`src/rtl/patt_gen_if.sv`:
```
// Control/serial-output bundle for patt_gen: the generator takes the slave side,
// the stimulus driver or link controller takes the master side.
interface patt_gen_if #(
  parameter int unsigned CNT_W = 8
);
  logic             start;
  logic [CNT_W-1:0] repeat_cnt;
  logic             pause;
  logic             abort;
  logic             err_inj;
  logic             data_out;
  logic             data_valid;
  logic             busy;
  logic             done;

  modport master (
    output start, repeat_cnt, pause, abort, err_inj,
    input  data_out, data_valid, busy, done
  );

  modport slave (
    input  start, repeat_cnt, pause, abort, err_inj,
    output data_out, data_valid, busy, done
  );
endinterface

```
`src/rtl/patt_gen.sv`:
```
// Serial pattern generator: sends PATTERN MSB-first for a programmable number of
// repetitions with GAP idle cycles in between. Optional error inject: PATT_GEN_ERR_INJ_EN.
module patt_gen #(
  parameter int unsigned     WIDTH   = 6,
  parameter logic [WIDTH-1:0] PATTERN = 6'b110101,
  parameter int unsigned     CNT_W   = 8,
  parameter int unsigned     GAP     = 2
) (
  input  logic       clk,
  input  logic       rst,
  patt_gen_if.slave  bus
);

  localparam int unsigned IW = (WIDTH > 1) ? $clog2(WIDTH) : 1;
  localparam int unsigned GW = (GAP > 1) ? $clog2(GAP) : 1;
  localparam logic [IW-1:0] IDX_TOP  = IW'(WIDTH - 1);
  localparam logic [GW-1:0] GAP_LOAD = (GAP > 0) ? GW'(GAP - 1) : '0;

  typedef enum logic [1:0] {
    S_IDLE,
    S_SEND,
    S_GAP,
    S_DONE
  } state_t;

  state_t           state;
  logic [IW-1:0]    idx;
  logic [CNT_W-1:0] rep;
  logic [GW-1:0]    gcnt;
  logic             xfer;
  logic             inj;

  assign xfer = (state == S_SEND) && !bus.pause;

  always_ff @(posedge clk or negedge rst) begin
    if (!rst) begin
      state <= S_IDLE;
      idx   <= '0;
      rep   <= '0;
      gcnt  <= '0;
    end else if (bus.abort) begin
      state <= S_IDLE;
    end else begin
      case (state)
        S_IDLE: begin
          if (bus.start) begin
            rep   <= (bus.repeat_cnt == '0) ? CNT_W'(1) : bus.repeat_cnt;
            idx   <= IDX_TOP;
            state <= S_SEND;
          end
        end
        S_SEND: begin
          if (xfer) begin
            if (idx != '0) begin
              idx <= idx - 1'b1;
            end else if (rep > CNT_W'(1)) begin
              rep <= rep - 1'b1;
              idx <= IDX_TOP;
              // With GAP=0 the next repetition starts on the very next edge.
              if (GAP > 0) begin
                state <= S_GAP;
                gcnt  <= GAP_LOAD;
              end
            end else begin
              state <= S_DONE;
            end
          end
        end
        S_GAP: begin
          if (gcnt == '0) state <= S_SEND;
          else            gcnt  <= gcnt - 1'b1;
        end
        S_DONE:  state <= S_IDLE;
        default: state <= S_IDLE;
      endcase
    end
  end

`ifdef PATT_GEN_ERR_INJ_EN
  logic flag;

  // Pending request survives pauses and gaps; it is consumed by the next transfer.
  always_ff @(posedge clk or negedge rst) begin
    if (!rst)                  flag <= 1'b0;
    else if (state == S_IDLE)  flag <= 1'b0;
    else                       flag <= (flag && !xfer) || bus.err_inj;
  end

  assign inj = flag && (state == S_SEND);
`else
  logic unused_err_inj;
  assign unused_err_inj = bus.err_inj;
  assign inj = 1'b0;
`endif

  always_comb begin
    bus.data_out   = 1'b0;
    bus.data_valid = 1'b0;
    bus.busy       = 1'b0;
    bus.done       = 1'b0;
    case (state)
      S_SEND: begin
        bus.data_valid = !bus.pause;
        bus.data_out   = PATTERN[idx] ^ inj;
        bus.busy       = 1'b1;
      end
      S_GAP:   bus.busy = 1'b1;
      S_DONE:  bus.done = 1'b1;
      default: ;
    endcase
  end

endmodule

```
`src/flat_wrapper.sv`:
```
// flat-port wrapper written by rule: the top's interface ports become plain ports
module patt_gen_flat 
#(
  parameter int unsigned     WIDTH   = 6,
  parameter logic [WIDTH-1:0] PATTERN = 6'b110101,
  parameter int unsigned     CNT_W   = 8,
  parameter int unsigned     GAP     = 2
)
  (clk, rst, bus_start, bus_repeat_cnt, bus_pause, bus_abort, bus_err_inj, bus_data_out, bus_data_valid, bus_busy, bus_done);
  patt_gen_if #(.CNT_W(CNT_W)) bus_i ();
  input  logic clk;
  input  logic rst;
  input wire logic [$bits(bus_i.start)-1:0] bus_start;
  input wire logic [$bits(bus_i.repeat_cnt)-1:0] bus_repeat_cnt;
  input wire logic [$bits(bus_i.pause)-1:0] bus_pause;
  input wire logic [$bits(bus_i.abort)-1:0] bus_abort;
  input wire logic [$bits(bus_i.err_inj)-1:0] bus_err_inj;
  output wire logic [$bits(bus_i.data_out)-1:0] bus_data_out;
  output wire logic [$bits(bus_i.data_valid)-1:0] bus_data_valid;
  output wire logic [$bits(bus_i.busy)-1:0] bus_busy;
  output wire logic [$bits(bus_i.done)-1:0] bus_done;
  assign bus_i.start = bus_start;
  assign bus_i.repeat_cnt = bus_repeat_cnt;
  assign bus_i.pause = bus_pause;
  assign bus_i.abort = bus_abort;
  assign bus_i.err_inj = bus_err_inj;
  assign bus_data_out = bus_i.data_out;
  assign bus_data_valid = bus_i.data_valid;
  assign bus_busy = bus_i.busy;
  assign bus_done = bus_i.done;
  patt_gen #(.WIDTH(WIDTH), .PATTERN(PATTERN), .CNT_W(CNT_W), .GAP(GAP)) u_core (.clk(clk), .rst(rst), .bus(bus_i));
endmodule
```
`config.mk`:
```
export PLATFORM = sky130hd
export DESIGN_NAME = patt_gen_flat
export DESIGN_NICKNAME = d
export VERILOG_FILES = /design/src/rtl/patt_gen_if.sv /design/src/rtl/patt_gen.sv /design/src/flat_wrapper.sv
export SDC_FILE = /design/constraint.sdc
export NUM_CORES = 1
export LEC_CHECK = 0
export ABC_AREA = 1
export CELL_PAD_IN_SITES_DETAIL_PLACEMENT = 1
export CELL_PAD_IN_SITES_GLOBAL_PLACEMENT = 2
export CORE_ASPECT_RATIO = 2
export CORE_MARGIN = 2
export CORE_UTILIZATION = 27
export DETAILED_ROUTE_END_ITERATION = 8
export GPL_TIMING_DRIVEN = 0
export PLACE_DENSITY = 0.84
export SLEW_MARGIN = 20
export SYNTH_ARGS = -nofsm -noshare
export SYNTH_HDL_FRONTEND = slang
export SYNTH_SLANG_ARGS = --single-unit
```
`constraint.sdc`:
```
create_clock -name clk -period 1.6 [get_ports clk]
set_input_delay 0.16 -clock clk [delete_from_list [all_inputs] [get_ports clk]]
set_output_delay 0.16 -clock clk [all_outputs]
set_load 0.005 [all_outputs]
```
==> results of run 1 <==
registers in the layout, indices dropped and copies added (netlist names):
register      flops
u_core.rep        8
u_core.state      2
u_core.gcnt       1
u_core.idx        3
kinds of logic (layout without fill, tap and decap cells):
family	Yosys count	in the layout
compound gates	16	16
buf+inv	22	56
fa+ha+maj	6	6
flops	14	14
xor+xnor	1	1
simple gates	101	101
routing by layer:
layer  track usage  vias to the layer above  routed length [um]
met5             0                        -                   0
met4       0.08559                        0                 114
met3       0.02187                        9                  74
met2        0.3378                       24                2231
met1        0.1875                      563                1184
li1              -                      567                   -
synthesized netlist by cell type:
library cell | instances | area share
o211ai_1 | 1 | 0.0072
o21ai_0 | 4 | 0.019
ha_1 | 6 | 0.072
or2_2 | 2 | 0.012
inv_2 | 3 | 0.011
nor2_1 | 21 | 0.076
a31oi_1 | 1 | 0.0060
nand3_2 | 1 | 0.0097
clkbuf_1 | 1 | 0.0036
buf_6 | 1 | 0.011
a21oi_2 | 2 | 0.017
nand3_1 | 11 | 0.053
a21oi_1 | 1 | 0.0048
o21ai_1 | 6 | 0.029
inv_1 | 16 | 0.058
xnor2_1 | 1 | 0.0085
nand4_1 | 2 | 0.012
buf_2 | 1 | 0.0048
nor2_2 | 1 | 0.0060
nand2_1 | 62 | 0.22
nor3_2 | 1 | 0.0097
o22ai_1 | 1 | 0.0060
dfrtp_1 | 14 | 0.34
stage by stage:
step           hold WS [ns]  setup WS, ns
2_1_floorplan       -0.1356        0.1645
3_3_place_gp         0.4750       -0.2976
3_5_place_dp         0.5087       -0.3298
4_1_cts              0.3598     -0.001104
5_1_grt              0.4154      -0.09816
6_report             0.3371      -0.03435
area by class of cell:
cell class	count	share of cell area
Timing Repair Buffer	31	0.1793
Multi-Input combinational cell	124	0.4590
Sequential cell	14	0.2251
Inverter	19	0.05064
Tap cell	49	0.03939
Buffer	3	0.02010
Clock buffer	3	0.02653
power by group through the flow:
stage | combinational, uW | sequential [uW] | clock [uW]
after global routing | 2260 | 758 | 326
final | 2010 | 731 | 314
after detailed placement | 1430 | 726 | 0
after CTS | 1640 | 712 | 317
after global placement | 1370 | 713 | 0
after floorplan | 1000 | 669 | 0
how the worst max path moves through the flow:
stage / startpoint / end / slack, ns / depth (start not counted)
CTS: u_core.state[0]$_DFFE_PN0P_ / u_core.rep[6]$_DFFE_PN0P_ / -0.001 / 10
global route: u_core.state[0]$_DFFE_PN0P_ / u_core.rep[2]$_DFFE_PN0P_ / -0.1 / 10
finish: u_core.state[0]$_DFFE_PN0P_ / u_core.rep[0]$_DFFE_PN0P_ / -0.03 / 10
global placement: u_core.state[1]$_DFFE_PN0P_ / bus_data_out / -0.30 / 6
detailed placement: u_core.state[1]$_DFFE_PN0P_ / bus_data_out / -0.33 / 6
floorplan: u_core.state[1]$_DFFE_PN0P_ / u_core.idx[2]$_DFFE_PN0P_ / 0.16 / 9
timing repair:
item / CTS / global route
setup endpoints to repair: 16 / 17
cloned: 1 / 0
setup buffers: 5 / 9
resized for setup: 21 / 33
pin swaps: 1 / 10
==> results.toml, run 1 <==
[layout]
layout_commonest_cell = "nand2_1"
num-fill-cells = 497
n_antenna_cell = 0
nets = 216
layout.cells.non_filler = 243
syn2layout_area_growth_pct = 50.24
fin_area_um2 = 1556
multi_input_area_um2 = 714.4
final_util = 0.4269
final_cell_mix = "nand2_1 (50), nor2_1 (18), dfrtp_1 (14)"
regArea_um2 = 350.3
drive_above_1_share = 0.2938

[worst_setup_path]
critical_path_peak_fanout = 6
r2r_cells = 10
worst_setup_path_start_kind = "register"
r2r-start = "u_core.state[0]$_DFFE_PN0P_"
end_kind = "register"
arrival_ns = 1.78
crit_top_cell = "buf_6"
cp.required_ns = 1.75
cpMaxStageDelayCell = "dfrtp_1"
timing.rr.end = "u_core.rep[0]$_DFFE_PN0P_"
crit_type = "register to register"
cpPeakStageDelay_ns = 0.40
critPathTopFamily = "buffers and inverters"
cp_cell_sequence = "buf_6 -> ha_4 -> buf_6 -> nand2_4 -> nand2_4 -> a21oi_4 -> nand3_4 -> buf_6 -> nand2_2 -> o21ai_2"
r2r_slack_ns = -0.03
critPathBufInv = 3

[sta]
layout_setup_ws_ns = -0.03435
finalCriticalPeriod_ns = 1.634
tns_ns = -0.1893
setup_violations = 9
rsz0062_at_grt = "true"
clock.fmax_ghz = 0.6119
slew_headroom = 0.5112
skew_ns = 0.002084
slew_viol_final = 0
hold_viol = 0
period_share = 1.021
worst_pin_slew_ns = 0.7310

[pwr]
switching_share = 0.4794
pwr_density_cell_nw_per_um2 = 1962
clkPwrFrac = 0.103
combPwrFrac = 0.658
p_int_uw = 1590
seqPwrFrac = 0.239
p_switching_uw = 1464
p_total_uw = 3054
p_leak_uw = 0.0007868
ir_drop_mv = 0.8247

[yosys]
synthesis.nets = 180
synthCells = 160
muxShareOfSynthArea = 0
avgSynthCellArea_um2 = 6.475
ys_seq_elements = 14
seq_area_frac_synth = 0.3382
synth_xor_area_frac = 0.008454
synth_compound_gate_area_share = 0.08937
synth_fa_ha_area_frac = 0.07246
yosys_warnings = 0
yosys.cell_types.count = 23
synth_top_family_by_area = "simple AND/OR/NAND/NOR gates"
syn-cell-area_um2 = 1036
synthSimpleGateAreaFrac = 0.4034

[placed_design]
hpwl_um = 2599
port_buffers = 16
place.gp.congestion = 0.8237
placed_cell_area_um2 = 1257
dpl.cell_count = 225

[outcome]
status = "finished with violations"
failed_checks = "setup timing"

[flow_run]
drv_cap = 0

[floorplan]
die-area_um2 = 4378
ios = 18
die_w_um = 47.80
rows = 31
core_area_um2 = 3646
die_y_um = 91.60
start_util = 0.2841

[clocking]
cts-root-buf = "clkbuf_8"
clock_sinks = 14
cts_tree = "yes"
cts_buffers = 3
clk_pin_slew_ns = 0.06
holdBufCountCts = 0
clk_latency_ns = 0.26
max-clock-path-buffers = 2
htreeDepth = 1

[detailed_routing]
wl_per_cell_um = 14.84
drc_errors = 0
dr.pass1.iters = 4
via_per_inst = 4.786
drt_iter0_drc = 12
num_vias = 1163
routed_wl_um = 3605
ant_nets = 0

[global_routing]
grt_max_degree = 15
grt_pass1_vias = 1232
grt_overflow_total = 0
antenna_found_initial = 0
grt_pass1_wl_um = 5747
grt_usage = 0.1855

[min_path]
min-delay-path-class = "input port to async pin"
Note: power is estimated with default switching activity, not from simulation.
==> inputs of run 2 (changes only) <==
- CORE_UTILIZATION: 27 -> 30
- PLACE_DENSITY: 0.84 -> 0.92
- clock period: 1.6 -> 1.9 ns (I/O delays scaled with it)
==> run 2 against run 1 <==
  * Cell area shrank 16%
  * Flip-flop and latch count did not move
  * The run now ends clean
  * Global-route usage shrank 0.13 points
  * Largest power group unchanged
  * Critical endpoint is now bus_data_out
  * Sequential share of layout area up 4.5 points
  * Clock power decreased by 20%
==> results.toml, run 2 (synthesis results as in run 1) <==
[outcome]
status = "finished clean"

[global_routing]
use_met2 = 0.3547
met3_usage = 0.01867
top_usage_layer = "met2"
antenna_found_initial = 0
grt_pass1_wl_um = 5368
grtUsageMet1 = 0.1873
grt_usage = 0.1842
grt_overflow_total = 0
grt_max_degree = 15
grt_pass1_vias = 1240

[worst_setup_path]
crit_type = "register to primary output"
cp.required_ns = 1.71
arrival_ns = 1.64
end_kind = "primary output"
worst_setup_path_start_kind = "register"
critical_path_peak_fanout = 12

[layout]
layout_commonest_cell = "nand2_1"
reg_top3 = "u_core.rep x8, u_core.idx x3, u_core.state x2"
final_util = 0.3895
drive_above_1_share = 0.1056
top_register = "u_core.rep"
largest_reg_flops = 8
nets = 202
num-fill-cells = 451
n_antenna_cell = 0
layout.cells.non_filler = 212
fin_area_um2 = 1301
final_cell_mix = "nand2_1 (62), nor2_1 (21), clkdlybuf4s50_1 (16)"
syn2layout_area_growth_pct = 25.60

[clocking]
clk_latency_ns = 0.25
cts-root-buf = "clkbuf_8"
cts_tree = "yes"
max-clock-path-buffers = 2
clk_pin_slew_ns = 0.06
clock_sinks = 14
htreeDepth = 1
holdBufCountCts = 0
cts_buffers = 3

[floorplan]
die-area_um2 = 3968
ios = 18
die_y_um = 87.11
die_w_um = 45.56
core_area_um2 = 3341
rows = 30
start_util = 0.3101

[pwr]
p_leak_uw = 0.0006660
ir_drop_mv = 0.5709
pwr_density_cell_nw_per_um2 = 1586
p_total_uw = 2064

[sta]
clock.fmax_ghz = 0.5468
worst_hold_slack_ns = 0.3821
finalCriticalPeriod_ns = 1.829
skew_ns = 0.003510
period_share = 0.9625
hold_viol = 0
slew_headroom = 0.5046
setup_violations = 0
rsz0062_at_grt = "false"
worst_pin_slew_ns = 0.7407
slew_viol_final = 0

[flow_run]
drv_cap = 0

[detailed_routing]
wl_per_cell_um = 14.26
num_vias = 1082
routed_wl_um = 3023
via_per_inst = 5.104
drt_iter0_drc = 8
ant_nets = 0
dr.pass1.iters = 2
drc_errors = 0

[placed_design]
placed_cell_area_um2 = 1236
place.gp.congestion = 0.7510
port_buffers = 16
dpl.cell_count = 208
hpwl_um = 2356

[min_path]
min-delay-path-class = "input port to async pin"
## run 2: changes by cell type in the layout (fill, tap and decap cells not counted), moves of 3 or more
cell,previous run,this run
inv_1,12,15
buf_4,11,2
buf_6,5,1
nor2_1,18,21
nand2_2,10,0
clkbuf_2,3,0
clkdlybuf4s50_1,12,16
inv_4,3,0
nand2_1,50,62
## run 2: area by class of cell
type | instances | area, um^2 | share of cell area
Multi-Input combinational cell | 124 | 606.8 | 0.4663
Sequential cell | 14 | 351.6 | 0.2702
Timing Repair Buffer | 18 | 175.2 | 0.1346
Inverter | 19 | 71.32 | 0.05481
Clock buffer | 3 | 41.29 | 0.03173
Tap cell | 32 | 40.04 | 0.03077
Buffer | 2 | 15.01 | 0.01154
## run 2: power by group
part | total [uW] | internal [uW] | switching, uW
Clock | 250 | 140 | 110
Combinational | 1200 | 476 | 729
Sequential | 609 | 445 | 165
Total | 2060 | 1060 | 1000
## run 2: path summary, 6_finish.rpt
check                                                 start                           to  slack (ns)  cells past startpoint
worst max-delay path            u_core.state[1]$_DFFE_PN0P_                 bus_data_out        0.07                      5
worst min-delay path                                    rst    u_core.idx[2]$_DFFE_PN0P_        0.38                      1
worst max register to register    u_core.rep[0]$_DFFE_PN0P_    u_core.rep[0]$_DFFE_PN0P_        0.15                      9
worst min register to register      u_core.gcnt$_DFFE_PN0P_      u_core.gcnt$_DFFE_PN0P_        0.51                      2
max in group asynchronous                               rst  u_core.state[0]$_DFFE_PN0P_        1.00                      1
min in group clk                    u_core.gcnt$_DFFE_PN0P_      u_core.gcnt$_DFFE_PN0P_        0.51                      2
## run 2: per-stage QoR
step	setup WS (ns)	TNS, ns
after floorplan	0.4645	0
after global placement	-0.05550	-0.06918
after detailed placement	-0.09398	-0.1311
after CTS	0.08182	0
after global routing	0.003814	0
final	0.07126	0
## run 2: repair_timing
| item | in CTS | in global routing |
|---|---|---|
| gates resized for setup | 4 | 0 |
| endpoints found under the setup margin | 2 | 0 |
| buffers inserted | 2 | 0 |
## run 2: worst max-delay path, stage by stage, from the launching register on
cell	delay, ns
dfrtp_1	0.39
inv_2	0.09
ha_4	0.14
inv_2	0.11
a21oi_1	0.15
clkdlybuf4s50_1	0.51
## run 2: layer usage
layer | vias to the layer above | share of wire
li1 | 536 | -
met1 | 524 | 0.38
met2 | 16 | 0.59
met3 | 6 | 0.014
met4 | 0 | 0.023
met5 | - | 0
==> inputs of run 3 (changes only) <==
--- a/config.mk
+++ b/config.mk
@@ -13,2 +13,3 @@
 export CORE_UTILIZATION = 30
+export CTS_CLUSTER_DIAMETER = 50
 export DETAILED_ROUTE_END_ITERATION = 8
--- a/constraint.sdc
+++ b/constraint.sdc
@@ -3,2 +3,2 @@
 set_output_delay 0.19 -clock clk [all_outputs]
-set_load 0.005 [all_outputs]
+set_load 0.02 [all_outputs]
==> run 3 against run 2 <==
  * Via count is 1.2% lower
  * Fmax is 0.10% higher
  * Cell count is 0.47% lower
  * First-iteration DRC count is 25% higher
  * Flip-flop and latch count stayed put
  * Clock skew is 0.0019 ns higher
  * Non-clock buffer count is 1 lower
  * Utilization is 0.41 points lower
  * Global-route usage is 0.44 points lower
==> results.toml, run 3 (synthesis results as in run 1) <==
[outcome]
status = "finished clean"

[layout]
nets = 201
syn2layout_area_growth_pct = 24.27
layout.cells.non_filler = 211
final_cell_mix = "nand2_1 (62), nor2_1 (21), inv_1 (15)"
reg_top3 = "u_core.rep x8, u_core.idx x3, u_core.state x2"
final_util = 0.3854
fin_area_um2 = 1287
num-fill-cells = 453
drive_above_1_share = 0.1117
regArea_um2 = 351.6
multi_input_area_um2 = 606.8
top_register = "u_core.rep"
largest_reg_flops = 8
n_antenna_cell = 0
layout_commonest_cell = "nand2_1"

[min_path]
min-delay-path-class = "input port to async pin"

[floorplan]
start_util = 0.3101
die_y_um = 87.11
die_w_um = 45.56
ios = 18
core_area_um2 = 3341
rows = 30
die-area_um2 = 3968

[detailed_routing]
drc_errors = 0
num_vias = 1069
drt_iter0_drc = 10
routed_wl_um = 2960
wl_per_cell_um = 14.03
via_per_inst = 5.066
ant_nets = 0
dr.pass1.iters = 4

[worst_setup_path]
cpMaxStageDelayCell = "dfrtp_1"
arrival_ns = 1.64
worst_setup_path_start_kind = "register"
end_kind = "primary output"
cp_cell_sequence = "inv_2 -> ha_4 -> inv_2 -> buf_2 -> a21oi_1 -> clkdlybuf4s15_2"
cp.required_ns = 1.71
critical_path_peak_fanout = 10
crit_top_cell = "inv_2"
crit_type = "register to primary output"
cpPeakStageDelay_ns = 0.42

[clocking]
cts_tree = "yes"
cts_setup_buffers = 0
max-clock-path-buffers = 2
cts_buffers = 3
htreeDepth = 1
clk_latency_ns = 0.25
clock_sinks = 14
clk_pin_slew_ns = 0.06
cts-root-buf = "clkbuf_8"

[global_routing]
grt_usage = 0.1797
grt_pass1_wl_um = 5257
grt_pass1_vias = 1220
antenna_found_initial = 0
grt_max_degree = 15
grt_overflow_total = 0

[sta]
skew_ns = 0.005457
slew_headroom = 0.5038
setup_violations = 0
hold_viol = 0
finalCriticalPeriod_ns = 1.827
rsz0062_at_grt = "false"
period_share = 0.9615
slew_viol_final = 0
worst_pin_slew_ns = 0.7419
clock.fmax_ghz = 0.5474
tns_ns = 0

[placed_design]
hpwl_um = 2356
placed_cell_area_um2 = 1236
port_buffers = 16
dpl.cell_count = 208
place.gp.congestion = 0.7510

[pwr]
ir_drop_mv = 0.5929
p_leak_uw = 0.0006601
pwr_density_cell_nw_per_um2 = 1616

[flow_run]
drv_cap = 0
## run 3: changes by cell type in the layout (fill, tap and decap cells not counted)
cell	delta
buf_2	+1
buf_4	-2
clkdlybuf4s50_1	-2
clkbuf_2	+1
clkdlybuf4s15_2	+1
## run 3: where the power goes
part	internal, uW	switching (uW)	total (uW)
Combinational	460	754	1210
Clock	141	112	253
Sequential	445	169	614
Total	1050	1030	2080
## run 3: repair_timing
action / CTS / global route
setup endpoints to repair: 2 / 3
endpoints found under the hold margin: 0 / 0
pin swaps: 0 / 1
resized for setup: 6 / 4
hold buffers: 0 / 0
## run 3: worst max-delay path, delay by kind of cell (launching register included)
kind,cells,cell delay [ns]
DFF,1,0.42
AOI/OAI and AO/OA,1,0.14
buffers and inverters,4,0.63
adders and majority gates,1,0.19
## run 3: per-stage QoR
step / worst slack (ns) / hold slack [ns] / total power [uW]
2_1_floorplan: 0.3987 / -0.1056 / 1455
5_1_grt: 0.004172 / 0.4276 / 2319
3_3_place_gp: -0.1583 / 0.4746 / 1775
3_5_place_dp: -0.1971 / 0.5005 / 1826
6_report: 0.07315 / 0.3781 / 2080
4_1_cts: 0.008296 / 0.4048 / 2102
## run 3: layer usage
layer / vias to the layer above / wire [um] / track usage
li1: 536 / - / -
met1: 508 / 1128 / 0.1860
met2: 19 / 1720 / 0.3444
met3: 6 / 60 / 0.01867
met4: 0 / 51 / 0.06150
met5: - / 0 / 0
## run 3: cell type report
cell class,count,share of cell area
flip-flops and latches,14,0.2731
well taps,32,0.03110
clock buffers,3,0.03207
repair buffers,16,0.1215
plain buffers,3,0.01555
inverters,19,0.05539
multi-input cells,124,0.4713
## run 3: final timing paths
| path | startpoint | end | slack, ns | cells after the start |
|---|---|---|---|---|
| max | u_core.state[1]$_DFFE_PN0P_ | bus_data_out | 0.07 | 6 |
| min | rst | u_core.idx[2]$_DFFE_PN0P_ | 0.38 | 1 |
| max reg2reg | u_core.rep[0]$_DFFE_PN0P_ | u_core.rep[0]$_DFFE_PN0P_ | 0.17 | 9 |
| min reg2reg | u_core.gcnt$_DFFE_PN0P_ | u_core.gcnt$_DFFE_PN0P_ | 0.51 | 2 |
| max in group asynchronous | rst | u_core.state[0]$_DFFE_PN0P_ | 1.00 | 1 |
| min in group clk | u_core.gcnt$_DFFE_PN0P_ | u_core.gcnt$_DFFE_PN0P_ | 0.51 | 2 |
